File: config.mk
export PLATFORM = sky130hd
export DESIGN_NAME = datamem_stream_reader
export DESIGN_NICKNAME = d
export VERILOG_FILES = /design/src/rtl/datamem_stream_reader.sv
export SDC_FILE = /design/constraint.sdc
export NUM_CORES = 1
export LEC_CHECK = 0
export BUFFER_PORTS_ARGS = -buffer_cell sky130_fd_sc_hd__buf_4
export CAP_MARGIN = 10
export CORE_MARGIN = 5
export CORE_UTILIZATION = 51
export DETAILED_ROUTE_END_ITERATION = 7
export PLACE_DENSITY = 0.77
export SYNTH_ARGS = -nofsm -noshare
export SYNTH_HDL_FRONTEND = slang
export SYNTH_SLANG_ARGS = --single-unit
File: constraint.sdc
create_clock -name clk -period 2.65 [get_ports clk]
set_input_delay 0 -clock clk [delete_from_list [all_inputs] [get_ports clk]]
set_output_delay 0 -clock clk [all_outputs]
set_load 0.01 [all_outputs]
File: src/rtl/datamem_stream_reader.sv
// Read sequencer for the 512x16 data memory: issues a contiguous address run and
// re-times the 1-cycle registered read data into a 2-deep valid/ready stream.
//
// state | meaning
// IDLE  | waiting for start; base/len captured on start
// RUN   | issuing reads and delivering beats
// FIN   | one-cycle done pulse, then back to IDLE
module datamem_stream_reader #(
   parameter int ADDR_W = 9,
   parameter int DATA_W = 16,
   parameter int LEN_W  = 10
) (
   input  logic              clk,
   input  logic              rst,
   input  logic              start,
   input  logic [ADDR_W-1:0] base_addr,
   input  logic [LEN_W-1:0]  len,
   output logic              busy,
   output logic              done,
   output logic [ADDR_W-1:0] mem_raddr,
   input  logic [DATA_W-1:0] mem_rdata,
   output logic              m_valid,
   output logic [DATA_W-1:0] m_data,
   output logic              m_last,
   input  logic              m_ready
);

   typedef enum logic [1:0] {S_IDLE, S_RUN, S_FIN} state_t;

   state_t            state;
   logic [LEN_W-1:0]  len_q;
   logic [LEN_W-1:0]  issue_cnt;
   logic [LEN_W-1:0]  beat_cnt;
   logic              inflight;
   logic [DATA_W-1:0] fifo_mem [2];
   logic              fifo_rd_ptr;
   logic              fifo_wr_ptr;
   logic [1:0]        fifo_cnt;
   logic [1:0]        occupancy;
   logic              pop;
   logic              issue;

   assign m_valid = (fifo_cnt != 2'd0);
   assign m_data  = fifo_mem[fifo_rd_ptr];
   assign m_last  = m_valid && (beat_cnt == len_q - LEN_W'(1));
   assign pop     = m_valid && m_ready;

   // FIFO fill once this cycle's returning word and this cycle's pop have landed
   assign occupancy = fifo_cnt + {1'b0, inflight} - {1'b0, pop};
   assign issue     = (state == S_RUN) && (issue_cnt < len_q) && (occupancy < 2'd2);

   always_ff @(posedge clk) begin
      if (rst) begin
         state       <= S_IDLE;
         busy        <= 1'b0;
         done        <= 1'b0;
         mem_raddr   <= '0;
         len_q       <= '0;
         issue_cnt   <= '0;
         beat_cnt    <= '0;
         inflight    <= 1'b0;
         fifo_mem[0] <= '0;
         fifo_mem[1] <= '0;
         fifo_rd_ptr <= 1'b0;
         fifo_wr_ptr <= 1'b0;
         fifo_cnt    <= 2'd0;
      end else begin
         inflight <= issue;
         done     <= 1'b0;
         fifo_cnt <= occupancy;

         if (issue) begin
            mem_raddr <= mem_raddr + ADDR_W'(1);
            issue_cnt <= issue_cnt + LEN_W'(1);
         end
         if (inflight) begin
            fifo_mem[fifo_wr_ptr] <= mem_rdata;
            fifo_wr_ptr           <= ~fifo_wr_ptr;
         end
         if (pop) begin
            fifo_rd_ptr <= ~fifo_rd_ptr;
            beat_cnt    <= beat_cnt + LEN_W'(1);
         end

         case (state)
            S_IDLE: begin
               if (start) begin
                  len_q     <= len;
                  mem_raddr <= base_addr;
                  issue_cnt <= '0;
                  beat_cnt  <= '0;
                  if (len != '0) begin
                     state <= S_RUN;
                     busy  <= 1'b1;
                  end else begin
                     state <= S_FIN;
                     done  <= 1'b1;
                  end
               end
            end
            S_RUN: begin
               if (pop && m_last) begin
                  state <= S_FIN;
                  busy  <= 1'b0;
                  done  <= 1'b1;
               end
            end
            S_FIN:   state <= S_IDLE;
            default: state <= S_IDLE;
         endcase
      end
   end

endmodule
Word level (Yosys, flattened, before mapping)
Memories as Yosys holds them, arrays and structs flattened. A register that Yosys moved wholly into a read port is not among the register bits.
Cells that the tools add are included.
- bits in registers: 48
- latch bits: 0
- memories kept: 1
- logic and storage cells: 71
- memory bits (writable): 32
- output and inout bits: 29
- bits in read-only memories: 0
- bits of input ports: 39
- bitwise gates (word level): 2
- shift operators: 0
- muxes and demuxes: 31
- multipliers: 0
- equal/unequal tests: 5
- reduce and logical (&&, ||, !) cells: 13
- $lt $le $gt $ge: 2
- div/mod/pow operators: 0
- add/subtract/negate cells: 6
- memories (name ; depth ; bits a word ; rd ports ; clocked after Yosys merged registers in ; wr ports ; line ; source):
    fifo_mem ; 2 ; 16 ; 1 ; 1 ; 2 ; 35 ; logic [DATA_W-1:0] fifo_mem [2];
- operators by type and width (kind ; count):
    $mux 10 ; 6
    $mux 9 ; 3
    $add 10x1->10 const B ; 2
    $mux 16 ; 1
    $reduce_or 16->1 ; 1
    $mux 1 ; 15
    $eq 10x10->1 ; 1
    $lt 10x10->1 ; 1
    $reduce_bool 10->1 ; 1
    $sub 10x1->10 const B ; 1
    $add 9x1->9 const B ; 1
    $mux 2 ; 3
    $logic_and 1x1->1 ; 5
    $ne 2x2->1 const B ; 2
    $pmux 1 s2 ; 2
    $pmux 2 s2 ; 1
    $reduce_and 2->1 ; 2
    $reduce_and 4->1 ; 1
    $reduce_bool 2->1 ; 2
    $add 2x1->2 ; 1
    $eq 2x1->1 const B ; 1
    $logic_not 2->1 ; 1
    $lt 2x2->1 const B ; 1
    $ne 2x1->1 const B ; 1
    2 further kinds ; 3

Logic depth before layout (Yosys ltp)
- depth in word-level cells: 8
- mapped depth: 13
- mapped depth without buffers: 13

Worst setup path after synthesis
Ideal clock, no wire load.
- path type: register to register
- from: reg fifo_cnt[0]
- to: reg mem_raddr[8]
- slack: 0.017 ns
- data required time: 2.516 ns
- arrival: 2.500 ns
- library setup time: 0.134 ns
- path buffers: 0
- cell stages (with the launch flop): 14
- clock period less this slack: 2.633 ns
- cell sequence: dfxtp_1 > nor2_1 > inv_1 > nand2_1 > clkinv_1 > ha_1 > inv_1 > ha_1 > xnor3_2 > o2111ai_4 > or3_1 > a21oi_2 > mux2i_1 > o22ai_1
- word-level cells in the longest chain between the ends: 8
- elaborated cells between the ends (all ways): 9
- those cells by class: add/sub: 2; order compare: 1; mux: 3; reduce/logical: 3
- RTL lines (element ; line ; source):
    start, declared ; 38 ; logic [1:0] fifo_cnt;
    start signal, assigned ; 70 ; fifo_cnt <= occupancy;
    $reduce_bool 2->1 * ; 43 ; assign m_valid = (fifo_cnt != 2'd0);
    via m_valid ; 22 ; output logic m_valid,
    $logic_and 1x1->1 * ; 46 ; assign pop = m_valid && m_ready;
    via pop ; 40 ; logic pop;
    $sub 2x1->2 * ; 49 ; assign occupancy = fifo_cnt + {1'b0, inflight} - {1'b0, pop};
    $lt 2x2->1 * ; 50 ; assign issue = (state == S_RUN) && (issue_cnt < len_q) && (occupancy < 2'd2);
    $logic_and 1x1->1 * ; 50 ;
    $mux 9 * ; 72 ; if (issue) begin
    $mux 9 ; 87 ; if (start) begin
    $mux 9 * ; 85 ; case (state)
    end signal, assigned ; 73 ; mem_raddr <= mem_raddr + ADDR_W'(1);
    end signal, assigned ; 89 ; mem_raddr <= base_addr;
    end, declared ; 20 ; output logic [ADDR_W-1:0] mem_raddr,
The timed path passes the listed nets; every way through them passes the cells marked *.
A chain may end at the register's enable or synchronous reset.

Worst setup path after layout
- from: reg fifo_cnt[1]
- to: reg mem_raddr[8]
- word-level cells in the longest chain between the ends: 8
- elaborated cells between the ends (all ways): 9
- those cells by class: add/sub: 2; order compare: 1; mux: 3; reduce/logical: 3
- RTL lines (element ; line):
    $reduce_bool 2->1 * ; 43
    $logic_and 1x1->1 * ; 46
    via pop ; 40
    $sub 2x1->2 * ; 49
    $lt 2x2->1 * ; 50
    $logic_and 1x1->1 * ; 50
    $mux 9 * ; 72
    $mux 9 ; 87
    $mux 9 * ; 85
Marks and branches as above.

==> qor.log <==
[detailed_routing] total wirelength of the detailed-routed design 9.70 mm
[final_layout] number of non-filler instances in the completed layout 642
[final_layout] Final nets 586
[final_layout] Ant. Diodes 0
[die] num rows 33
[logic_synthesis] portion of synthesized cell area occupied by the leading cell type 0.234
[logic_synthesis] mapped cell area 4190 sq um
[cts] CTS buffer count 9
[logic_synthesis] number of synthesized register bits 81
[worst_setup_path] library cell contributing the largest single delay on the critical path sky130_fd_sc_hd__or3_1
[grt] via count of the first global-routing pass 3384
[worst_setup_path] nature of the critical path startpoint register
[run_status] outcome finished clean
[power] P per Cell Area 606 nW/um^2
[timing] max-slew headroom at the worst pin 0.519
[die] Initial Util 0.517
[logic_synthesis] top_reg_cell synth sky130_fd_sc_hd__dfxtp_1
[final_layout] Area Growth Syn to Fin 28.4%
[logic_synthesis] number of enable-type register cells in the synthesized netlist 32
[grt] aggregate global-route resource usage 0.200
[grt] remaining global-route overflow 0
[logic_synthesis] Yosys cell types 60
[cts] CTS tree yes
[cts] clock latency on the worst-skew pair 0.35 ns
[timing] WHS 0.00267 ns
[detailed_routing] number of DRC markers in iteration 0 156
[worst_setup_path] Worst Path Required 2.87 ns
[final_layout] commonest non-fill, non-tap cell in the layout sky130_fd_sc_hd__buf_4
[detailed_routing] Pre-antenna DRT Iters 4
[timing] RSZ-0062 raised after global routing false
[die] DIE AREA 10100 sq um
[detailed_routing] Remaining DRCs 0
[cts] root buffer selected by CTS sky130_fd_sc_hd__clkbuf_8
[timing] worst setup skew after layout 0.0130 ns
[timing] portion of the clock cycle consumed by the worst path in the final layout 0.938
[timing] total negative slack 0 ns
[logic_synthesis] Yosys top cell by area sky130_fd_sc_hd__dfxtp_1
[timing] final setup violation count 0
[detailed_routing] drt via density 5.35
[die] number of top-level pins 68
[timing] Final Hold Violating Endpoints 0
[final_layout] final core utilization 0.664
[logic_synthesis] average instance area after synthesis 9.83 sq um
[power] leak pwr 0.00218 uW
[job] max-cap check violation count 0
[worst_setup_path] Crit Path Class register to register
[logic_synthesis] fraction of the yosys area taken by sequential cells 0.464
[logic_synthesis] Cells after Synth 426
[worst_setup_path] Critical Path Sink Type register
[logic_synthesis] number of nets produced by synthesis 480
[placement] count of input and output buffers 67
[cts] maximum count of clock buffers along a single path 2
[placement] weighted congestion at the end of routability-driven global placement 0.899
[detailed_routing] antenna-violating nets left 0
[die] placeable core area 8090 sq um
[final_layout] top library cells by usage in the layout, fill and taps aside 80 x sky130_fd_sc_hd__buf_4, 48 x sky130_fd_sc_hd__dfxtp_1, 43 x sky130_fd_sc_hd__nand2_1
[worst_setup_path] CP cell instances nor2_4 > inv_1 > nand2_2 > inv_2 > ha_1 > inv_1 > ha_1 > xnor3_2 > o2111ai_4 > or3_1 > a21oi_2 > mux2i_1 > o22ai_1
[grt] initial antenna violation count 0
[cts] number of sinks driven by the clock tree 81
[timing] pins over their slew limit 0
[power] maximum resistive drop on vdd 0.000358 V
[cts] total number of H-tree levels 3
[hold_path] hold crit path type input port to register
[die] height of the chip 101 um
[worst_setup_path] Worst Path Arrival 2.71 ns
[detailed_routing] routed len/inst 15.1 um
[final_layout] layout cells sized above 1 0.248
[grt] first-pass GRT wire length 16.0 mm
[die] chip width 101 um
[logic_synthesis] share of synthesized flip-flops with an asynchronous set or reset 0
[logic_synthesis] leading cell types by total area after synthesis sky130_fd_sc_hd__dfxtp_1 23%, sky130_fd_sc_hd__edfxtp_1 23%, sky130_fd_sc_hd__and2_1 5.4%
[logic_synthesis] number of synthesis warnings 0
[placement] DP Cell Count 589
[cts] clock slew seen by the registers of the worst setup and hold paths 0.09 ns
[worst_setup_path] largest fanout on the critical path 4
[timing] minimum period implied by the final worst setup slack 2.49 ns
[worst_setup_path] maximum single-stage delay on the critical path 0.39 ns
[timing] top achievable clock speed 402 MHz
[final_layout] count of filler cells inserted in the layout 641
[placement] Post-DP HPWL 6.95 mm
[grt] pin count of the biggest net entering global routing 36
[timing] Worst Tran Pin Value 0.721 ns
[detailed_routing] total via count after detailed routing 3437
==> area by class of cell <==
type	count	area, sq um	share of cell area
multi-input combinational	304	2100	0.390
sequential	81	1940	0.362
timing repair buffer	114	941	0.175
clock inverter	7	53.8	0.0100
tap	105	131	0.0244
clock buffer	9	124	0.0231
inverter	22	82.6	0.0154
==> stage by stage <==
stage	setup slack, ns	area (sq um)	power [uW]
2_1_floorplan	0.0166	4190	2020
3_3_place_gp	0.0906	4820	2330
3_5_place_dp	0.0167	4820	2360
4_1_cts	0.0149	5350	3230
5_1_grt	0.000838	5370	3430
6_report	0.163	5370	3250
==> where the power goes <==
part | switching, uW | internal, uW | leakage (uW)
clock network | 485 | 346 | 0.0000822
registers | 107 | 1400 | 0.000732
logic | 418 | 501 | 0.00137
==> flip-flops by register name, summed over array words and instances (netlist names), named ones only <==
| signal | count |
|---|---|
| fifo_mem | 32 |
| beat_cnt | 10 |
| issue_cnt | 10 |
| len_q | 10 |
| mem_raddr | 9 |
| fifo_cnt | 2 |
| state | 2 |
| busy | 1 |
| done | 1 |
| fifo_rd_ptr | 1 |
| fifo_wr_ptr | 1 |
| inflight | 1 |
==> cells by family after synthesis <==
logic type,Yosys count,share of synthesized area
AO/OA/AOI/OAI,63,0.115
XOR/XNOR,32,0.0705
adder cells (fa/ha/maj),15,0.0448
buffers and inverters,41,0.0380
flip-flops,81,0.464
multiplexers,20,0.0526
AND/OR/NAND/NOR,174,0.215
==> what timing repair did <==
action,in CTS,in global routing
buffers inserted,2,1
pin swaps,1,2
endpoints found under the setup margin,1,17
hold buffers,34,0
resized for setup,0,6
hold endpoints to repair,51,0
==> metal layers <==
layer / part of all wire / track usage / up-vias
met1: 0.42 / 0.248 / 1637
met3: 0.052 / 0.0346 / 12
li1: - / - / 1698
met4: 0.012 / 0.0622 / 0
met2: 0.51 / 0.353 / 90
met5: 0 / 0 / -
==> critical path: cells and delay by family (launching register included) <==
kind / cells / cell delay [ns]
DFF: 1 / 0.34
adders and majority gates: 2 / 0.43
and+or+nand+nor: 3 / 0.59
AOI/OAI and AO/OA: 3 / 0.39
buffers and inverters: 3 / 0.14
muxes: 1 / 0.20
xor gates and xnor gates: 1 / 0.26
==> worst paths after layout <==
kind                 from            to  slack [ns]  depth (start not counted)
min          base_addr[3]  mem_raddr[3]       0.003                          3
min reg2reg   beat_cnt[8]   beat_cnt[8]        0.50                          2
max reg2reg   fifo_cnt[1]  mem_raddr[8]        0.16                         13
max           fifo_cnt[1]  mem_raddr[8]        0.16                         13
==> cell usage after synthesis (2+ instances only) <==
cell and number:
sky130_fd_sc_hd__dfxtp_1 49, sky130_fd_sc_hd__nand2_1 44, sky130_fd_sc_hd__nor2_1 40, sky130_fd_sc_hd__and2_1 36
sky130_fd_sc_hd__edfxtp_1 32, sky130_fd_sc_hd__a21oi_1 22, sky130_fd_sc_hd__inv_1 21, sky130_fd_sc_hd__xnor2_1 18
sky130_fd_sc_hd__mux2_2 16, sky130_fd_sc_hd__ha_1 15, sky130_fd_sc_hd__clkbuf_1 14, sky130_fd_sc_hd__xor2_1 13
sky130_fd_sc_hd__nand3_1 10, sky130_fd_sc_hd__a211oi_1 8, sky130_fd_sc_hd__nand4_1 8, sky130_fd_sc_hd__and3_1 7
sky130_fd_sc_hd__nor3_1 6, sky130_fd_sc_hd__a21o_1 4, sky130_fd_sc_hd__buf_2 4, sky130_fd_sc_hd__mux2i_1 4
sky130_fd_sc_hd__nand2b_1 4, sky130_fd_sc_hd__nor2b_1 4, sky130_fd_sc_hd__a2111oi_1 3, sky130_fd_sc_hd__a21oi_2 3
sky130_fd_sc_hd__a31o_2 3, sky130_fd_sc_hd__nor3b_1 2, sky130_fd_sc_hd__or2_2 2, sky130_fd_sc_hd__or4_1 2
Power figures use the tool's default switching activity.
